<file path="src/rtl/poly_sweep_ctrl_if.sv">
// Operand/handshake bundle between the sweep controller and the F(x,y,z) evaluator.
// The controller drives the operands and en; the evaluator answers with done_in/res_in.
interface poly_sweep_ctrl_if;
  logic [3:0]  in0;
  logic [3:0]  in1;
  logic [3:0]  in2;
  logic        en;
  logic        done_in;
  logic [18:0] res_in;

  modport master (output in0, in1, in2, en, input done_in, res_in);
  modport slave  (input in0, in1, in2, en, output done_in, res_in);
endinterface

</file>
<file path="src/rtl/poly_sweep_ctrl.sv">
// Walks every (x,y,z) in a programmable box through the quadratic evaluator and
// tracks the signed running maximum/minimum of F together with their coordinates.
module poly_sweep_ctrl #(
  parameter int X_MAX   = 15,
  parameter int Y_MAX   = 15,
  parameter int Z_MAX   = 15,
  parameter int TIMEOUT = 64
) (
  input  logic                clk,
  input  logic                rst,
  input  logic                start,
  poly_sweep_ctrl_if.master   ev,
  output logic                busy,
  output logic                sweep_done,
  output logic signed [18:0]  max_val,
  output logic [3:0]          max_x,
  output logic [3:0]          max_y,
  output logic [3:0]          max_z,
  output logic signed [18:0]  min_val,
  output logic [3:0]          min_x,
  output logic [3:0]          min_y,
  output logic [3:0]          min_z,
  output logic [12:0]         point_cnt,
  output logic                timeout_err
);

  localparam int WW = $clog2(TIMEOUT + 1);

  typedef enum logic [2:0] {IDLE, ISSUE, WAIT, CAPTURE, ADVANCE, FINISH} state_t;

  state_t             state;
  state_t             state_nxt;
  logic [3:0]         x;
  logic [3:0]         y;
  logic [3:0]         z;
  logic [WW-1:0]      wait_cnt;
  logic               done_q;
  logic               first;
  logic signed [18:0] res_q;
  logic               done_rise;
  logic               wait_expired;
  logic               last_point;

  // Only a fresh 0->1 edge counts, so a done level left high from the previous point is ignored.
  assign done_rise    = ev.done_in && !done_q;
  assign wait_expired = (wait_cnt == WW'(TIMEOUT - 1));
  assign last_point   = (x == 4'(X_MAX)) && (y == 4'(Y_MAX)) && (z == 4'(Z_MAX));

  assign ev.in0 = x;
  assign ev.in1 = y;
  assign ev.in2 = z;

  always_ff @(posedge clk or negedge rst) begin
    if (!rst) begin
      state <= IDLE;
    end else begin
      state <= state_nxt;
    end
  end

  always_comb begin
    state_nxt  = state;
    ev.en      = 1'b0;
    busy       = 1'b1;
    sweep_done = 1'b0;
    case (state)
      IDLE: begin
        busy = 1'b0;
        if (start) state_nxt = ISSUE;
      end
      ISSUE: begin
        ev.en     = 1'b1;
        state_nxt = WAIT;
      end
      WAIT: begin
        if (done_rise)         state_nxt = CAPTURE;
        else if (wait_expired) state_nxt = IDLE;
      end
      CAPTURE: state_nxt = ADVANCE;
      ADVANCE: state_nxt = last_point ? FINISH : ISSUE;
      FINISH: begin
        sweep_done = 1'b1;
        state_nxt  = IDLE;
      end
      default: begin
        busy      = 1'b0;
        state_nxt = IDLE;
      end
    endcase
  end

  always_ff @(posedge clk or negedge rst) begin
    if (!rst) begin
      x           <= '0;
      y           <= '0;
      z           <= '0;
      wait_cnt    <= '0;
      done_q      <= 1'b0;
      first       <= 1'b0;
      res_q       <= '0;
      max_val     <= '0;
      max_x       <= '0;
      max_y       <= '0;
      max_z       <= '0;
      min_val     <= '0;
      min_x       <= '0;
      min_y       <= '0;
      min_z       <= '0;
      point_cnt   <= '0;
      timeout_err <= 1'b0;
    end else begin
      done_q <= ev.done_in;
      case (state)
        IDLE: begin
          if (start) begin
            point_cnt   <= '0;
            timeout_err <= 1'b0;
            x           <= '0;
            y           <= '0;
            z           <= '0;
            first       <= 1'b1;
          end
        end
        ISSUE: wait_cnt <= '0;
        WAIT: begin
          if (done_rise)         res_q       <= ev.res_in;
          else if (wait_expired) timeout_err <= 1'b1;
          else                   wait_cnt    <= wait_cnt + WW'(1);
        end
        CAPTURE: begin
          point_cnt <= point_cnt + 13'd1;
          first     <= 1'b0;
          // Strict compares keep the earliest point on ties; first forces a reload.
          if (first || res_q > max_val) begin
            max_val <= res_q;
            max_x   <= x;
            max_y   <= y;
            max_z   <= z;
          end
          if (first || res_q < min_val) begin
            min_val <= res_q;
            min_x   <= x;
            min_y   <= y;
            min_z   <= z;
          end
        end
        ADVANCE: begin
          if (z != 4'(Z_MAX)) begin
            z <= z + 4'd1;
          end else begin
            z <= '0;
            if (y != 4'(Y_MAX)) begin
              y <= y + 4'd1;
            end else begin
              y <= '0;
              if (x != 4'(X_MAX)) x <= x + 4'd1;
            end
          end
        end
        default: ;
      endcase
    end
  end

endmodule
</file>
<file path="src/flat_wrapper.sv">
// flat-port wrapper written by rule: the top's interface ports become plain ports
module poly_sweep_ctrl_flat 
#(
  parameter int X_MAX   = 15,
  parameter int Y_MAX   = 15,
  parameter int Z_MAX   = 15,
  parameter int TIMEOUT = 64
)
  (clk, rst, start, busy, sweep_done, max_val, max_x, max_y, max_z, min_val, min_x, min_y, min_z, point_cnt, timeout_err, ev_in0, ev_in1, ev_in2, ev_en, ev_done_in, ev_res_in);
  poly_sweep_ctrl_if ev_i ();
  input  logic clk;
  input  logic rst;
  input  logic start;
  output logic busy;
  output logic sweep_done;
  output logic signed [18:0] max_val;
  output logic [3:0] max_x;
  output logic [3:0] max_y;
  output logic [3:0] max_z;
  output logic signed [18:0] min_val;
  output logic [3:0] min_x;
  output logic [3:0] min_y;
  output logic [3:0] min_z;
  output logic [12:0] point_cnt;
  output logic timeout_err;
  output wire logic [$bits(ev_i.in0)-1:0] ev_in0;
  output wire logic [$bits(ev_i.in1)-1:0] ev_in1;
  output wire logic [$bits(ev_i.in2)-1:0] ev_in2;
  output wire logic [$bits(ev_i.en)-1:0] ev_en;
  input wire logic [$bits(ev_i.done_in)-1:0] ev_done_in;
  input wire logic [$bits(ev_i.res_in)-1:0] ev_res_in;
  assign ev_in0 = ev_i.in0;
  assign ev_in1 = ev_i.in1;
  assign ev_in2 = ev_i.in2;
  assign ev_en = ev_i.en;
  assign ev_i.done_in = ev_done_in;
  assign ev_i.res_in = ev_res_in;
  poly_sweep_ctrl #(.X_MAX(X_MAX), .Y_MAX(Y_MAX), .Z_MAX(Z_MAX), .TIMEOUT(TIMEOUT)) u_core (.clk(clk), .rst(rst), .start(start), .ev(ev_i), .busy(busy), .sweep_done(sweep_done), .max_val(max_val), .max_x(max_x), .max_y(max_y), .max_z(max_z), .min_val(min_val), .min_x(min_x), .min_y(min_y), .min_z(min_z), .point_cnt(point_cnt), .timeout_err(timeout_err));
endmodule
</file>
<file path="config.mk">
export PLATFORM = sky130hd
export DESIGN_NAME = poly_sweep_ctrl_flat
export DESIGN_NICKNAME = d
export VERILOG_FILES = /design/src/rtl/poly_sweep_ctrl_if.sv /design/src/rtl/poly_sweep_ctrl.sv /design/src/flat_wrapper.sv
export SDC_FILE = /design/constraint.sdc
export NUM_CORES = 1
export LEC_CHECK = 0
export BUFFER_PORTS_ARGS = -buffer_cell sky130_fd_sc_hd__buf_2
export CAP_MARGIN = 25
export CORE_ASPECT_RATIO = 0.8
export CORE_MARGIN = 4
export CORE_UTILIZATION = 30
export CTS_BUF_LIST = sky130_fd_sc_hd__clkbuf_16
export CTS_CLUSTER_DIAMETER = 200
export CTS_CLUSTER_SIZE = 16
export DETAILED_ROUTE_END_ITERATION = 10
export PLACE_DENSITY_LB_ADDON = 0.12
export SLEW_MARGIN = 10
export SYNTH_ARGS = -nofsm -noshare
export SYNTH_HDL_FRONTEND = slang
export SYNTH_SLANG_ARGS = --single-unit
</file>
<file path="constraint.sdc">
create_clock -name clk -period 2.8 [get_ports clk]
set_clock_uncertainty 0.2 [all_clocks]
set_input_delay 0.56 -clock clk [delete_from_list [all_inputs] [get_ports clk]]
set_output_delay 0.56 -clock clk [all_outputs]
set_load 0.05 [all_outputs]
</file>
==> flow_metrics.env <==
export IMPL_antenna_cells=0
export IMPL_worstSkewPairLatency_ps=410
export IMPL_slew_headroom=0.474
export IMPL_ys_top_cells_by_area="dfrtp_1 44%, nand2_1 11%, mux2_2 7.8%"
export IMPL_p_int_mw=5.30
export IMPL_synth_nets=782
export IMPL_path_clk_slew_ps=60
export IMPL_max_slew_worst_pin_slew_ps=789
export IMPL_syn_area_um2=6750
export IMPL_required_ps=2040
export IMPL_p_comb_frac=0.502
export IMPL_ys_types=50
export IMPL_startpoint_type="flip-flop"
export IMPL_critPathMaxFanout=11
export IMPL_gp_congestion=0.810
export IMPL_port_buffers=113
export IMPL_syn_inst=717
export IMPL_leakage_nw=4.12
export IMPL_h_tree_depth=4
export IMPL_post_synth_cell_area_avg_um2=9.41
export IMPL_cts_root_buf="clkbuf_16"
export IMPL_dr_pass1_iters=5
export IMPL_cts_hold_buffers=0
export IMPL_vdd_drop_max_uv=529
export IMPL_hpwlAfterDp_mm=13.8
export IMPL_timing_final_hold_violations=7
export IMPL_final_setup_worst_slack_ps=112
export IMPL_yosysWarnings=0
export IMPL_grt_pass1_wl_mm=32.5
export IMPL_grt_pass1_vias=5881
export IMPL_cts_tree="built"
export IMPL_grt_start_max_net_pins=120
export IMPL_synth_ff_type="dfrtp_1"
export IMPL_violations="hold timing"
export IMPL_p_seq_frac=0.284
export IMPL_cts_buffers=17
export IMPL_ff_latch_area_um2=2980
export IMPL_swShare=0.475
export IMPL_clk_path_buf_depth=2
export IMPL_grt_use_total=0.164
export IMPL_drc=0
export IMPL_syn_to_final_growth_pct=23.2
export IMPL_post_route_period_util=0.960
export IMPL_crit_type="reg2out"
export IMPL_fin_nets=903
export IMPL_fmax_mhz=372
export IMPL_start_util=0.309
export IMPL_coreArea_um2=21900
export IMPL_clock_sinks=119
export IMPL_setup_violations=0
export IMPL_outcome="finished, violations left"
export IMPL_postRouteAntennaNets=0
export IMPL_cp_arrival_ps=1930
export IMPL_fillers=2192
export IMPL_vias=5716
export IMPL_drive_gt1_frac=0.266
export IMPL_synth_edff_count=0
export IMPL_clockPowerShare=0.214
export IMPL_fp_row_count=48
export IMPL_dieArea_um2=25000
export IMPL_endpoint_kind="output pin"
export IMPL_yosysTopAreaCell="dfrtp_1"
export IMPL_via_per_inst=4.97
export IMPL_maxSlewViolCount=0
export IMPL_wl_per_cell_um=17.4
export IMPL_multi_input_area_um2=3410
export IMPL_async_reset_ff_frac=1.00
export IMPL_die_w_um=176
export IMPL_grt_ovfl_total=0
export IMPL_maxCapViolations=0
export IMPL_dp_slack_ps=75.0
export IMPL_grt_antenna_before_repair=1
export IMPL_hp_class="in2async"
export IMPL_io_pins=114
export IMPL_hold_worst_slack_ps=-47.0
export IMPL_synth_top_area_frac=0.441
export IMPL_period_minus_slack_ps=2690
export IMPL_switching_power_mw=4.80
export IMPL_ys_ff_latch=119
export IMPL_drt_iter0_markers=426
export IMPL_drt_total_wl_mm=20.1
export IMPL_cellPowerDensity_nw_per_um2=1220
export IMPL_dieHeight_um=142
export IMPL_seq_area_frac_synth=0.441
export IMPL_r2r_worst_path_cells=8
export IMPL_final_core_util=0.380
==> sequential cells by signal, indices dropped and copies added, names as in the netlist, 7 cells and up <==
register	flops
u_core.max_val	19
u_core.min_val	19
u_core.res_q	19
u_core.point_cnt	13
u_core.wait_cnt	7
==> power by group through the flow <==
| stage | Combinational (mW) | Clock [mW] | Sequential, mW |
|---|---|---|---|
| 6_report | 5.08 | 2.16 | 2.87 |
| 5_1_grt | 5.56 | 2.30 | 2.97 |
| 4_1_cts | 5.11 | 2.21 | 2.87 |
| 2_1_floorplan | 2.51 | 0 | 3.94 |
| 3_3_place_gp | 5.00 | 0 | 2.88 |
| 3_5_place_dp | 5.09 | 0 | 2.90 |
==> stage by stage <==
step | power (mW) | TNS (ps) | cells | instance area (um2)
after global placement | 7.87 | 0 | 1118 | 7730
after global routing | 10.8 | -0.294 | 1151 | 8320
after detailed placement | 7.98 | 0 | 1118 | 7730
final | 10.1 | 0 | 1151 | 8320
after floorplan | 6.45 | 0 | 717 | 6750
after CTS | 10.2 | 0 | 1150 | 8300
==> layout make-up <==
| type | instances | area share |
|---|---|---|
| sequential | 119 | 0.358 |
| inverter | 43 | 0.0194 |
| multi-input combinational | 515 | 0.410 |
| clock inverter | 15 | 0.0175 |
| clock buffer | 17 | 0.0512 |
| tap | 300 | 0.0451 |
| timing repair buffer | 142 | 0.0987 |
==> cells in the mapped netlist (2+ instances only) <==
| cell type | number |
|---|---|
| a211o_1 | 32 |
| a211oi_1 | 2 |
| a21o_1 | 5 |
| a21oi_1 | 21 |
| and3_1 | 8 |
| and4_1 | 2 |
| buf_2 | 6 |
| buf_6 | 7 |
| clkbuf_1 | 25 |
| dfrtp_1 | 119 |
| ha_1 | 42 |
| inv_1 | 43 |
| mux2_1 | 3 |
| mux2_2 | 47 |
| mux2i_1 | 5 |
| nand2_1 | 195 |
| nand2b_1 | 2 |
| nand3_1 | 23 |
| nand4_1 | 8 |
| nor2_1 | 18 |
| nor2b_1 | 5 |
| nor3_1 | 5 |
| o211ai_1 | 2 |
| o21a_1 | 2 |
| o21ai_0 | 29 |
| o2bb2ai_1 | 31 |
| o31ai_1 | 3 |
| or3_1 | 2 |
| xnor2_1 | 2 |
| xor2_1 | 3 |
==> path summary, 6_finish.rpt <==
check,start,endpoint,slack [ps]
hold / removal,rst,u_core.min_val[10]$_DFFE_PN0P_,-50
hold reg to reg,u_core.point_cnt[12]$_DFFE_PN0P_,u_core.point_cnt[12]$_DFFE_PN0P_,280
max in group asynchronous,rst,u_core.wait_cnt[0]$_DFFE_PN0P_,1790
min in group clk,ev_done_in,u_core.done_q$_DFF_PN0_,70
setup / recovery,u_core.state[1]$_DFFE_PN0P_,ev_en,110
setup reg to reg,u_core.max_val[14]$_DFFE_PN0P_,u_core.max_val[7]$_DFFE_PN0P_,200
==> per-layer routing <==
| layer | vias up | GRT usage | part of all wire | routed length [um] |
|---|---|---|---|---|
| li1 | 2732 | - | - | - |
| met1 | 2819 | 0.226 | 0.49 | 9780 |
| met2 | 134 | 0.247 | 0.44 | 8760 |
| met3 | 29 | 0.0483 | 0.055 | 1100 |
| met4 | 2 | 0.0550 | 0.021 | 413 |
| met5 | - | 0 | 0.00065 | 13 |
==> cell usage in the layout (no fill, tap or decap), drive strengths merged, types with 3 or more instances in the layout <==
cell / n
a21o: 5
clkbuf: 17
nor2b: 5
and3: 8
inv: 46
a211o: 32
nand4: 9
buf: 142
o21ai: 30
nor2: 18
mux2: 50
nor3: 5
dfrtp: 119
clkinv: 7
bufinv: 3
nand3: 23
nand2: 195
ha: 42
o2bb2ai: 31
mux2i: 5
o31ai: 3
xor2: 3
a21oi: 21
==> critical path: stages, from the launching register on <==
cell and delay [ps]:
dfrtp_1 490, or3b_2 580, inv_1 160, buf_2 290
==> cells by family after synthesis <==
logic type	share of synthesized area
buffers and inverters	0.0575
AO/OA/AOI/OAI	0.146
adder cells (fa/ha/maj)	0.0779
multiplexers	0.0909
XOR/XNOR	0.00649
AND/OR/NAND/NOR	0.180
flip-flops	0.441
==> timing repair <==
action,in CTS,in global routing
hold endpoints to repair,0,0
setup buffers,0,0
gates resized for setup,0,1
endpoints found under the setup margin,0,31
(Power assumes the default switching activity.)
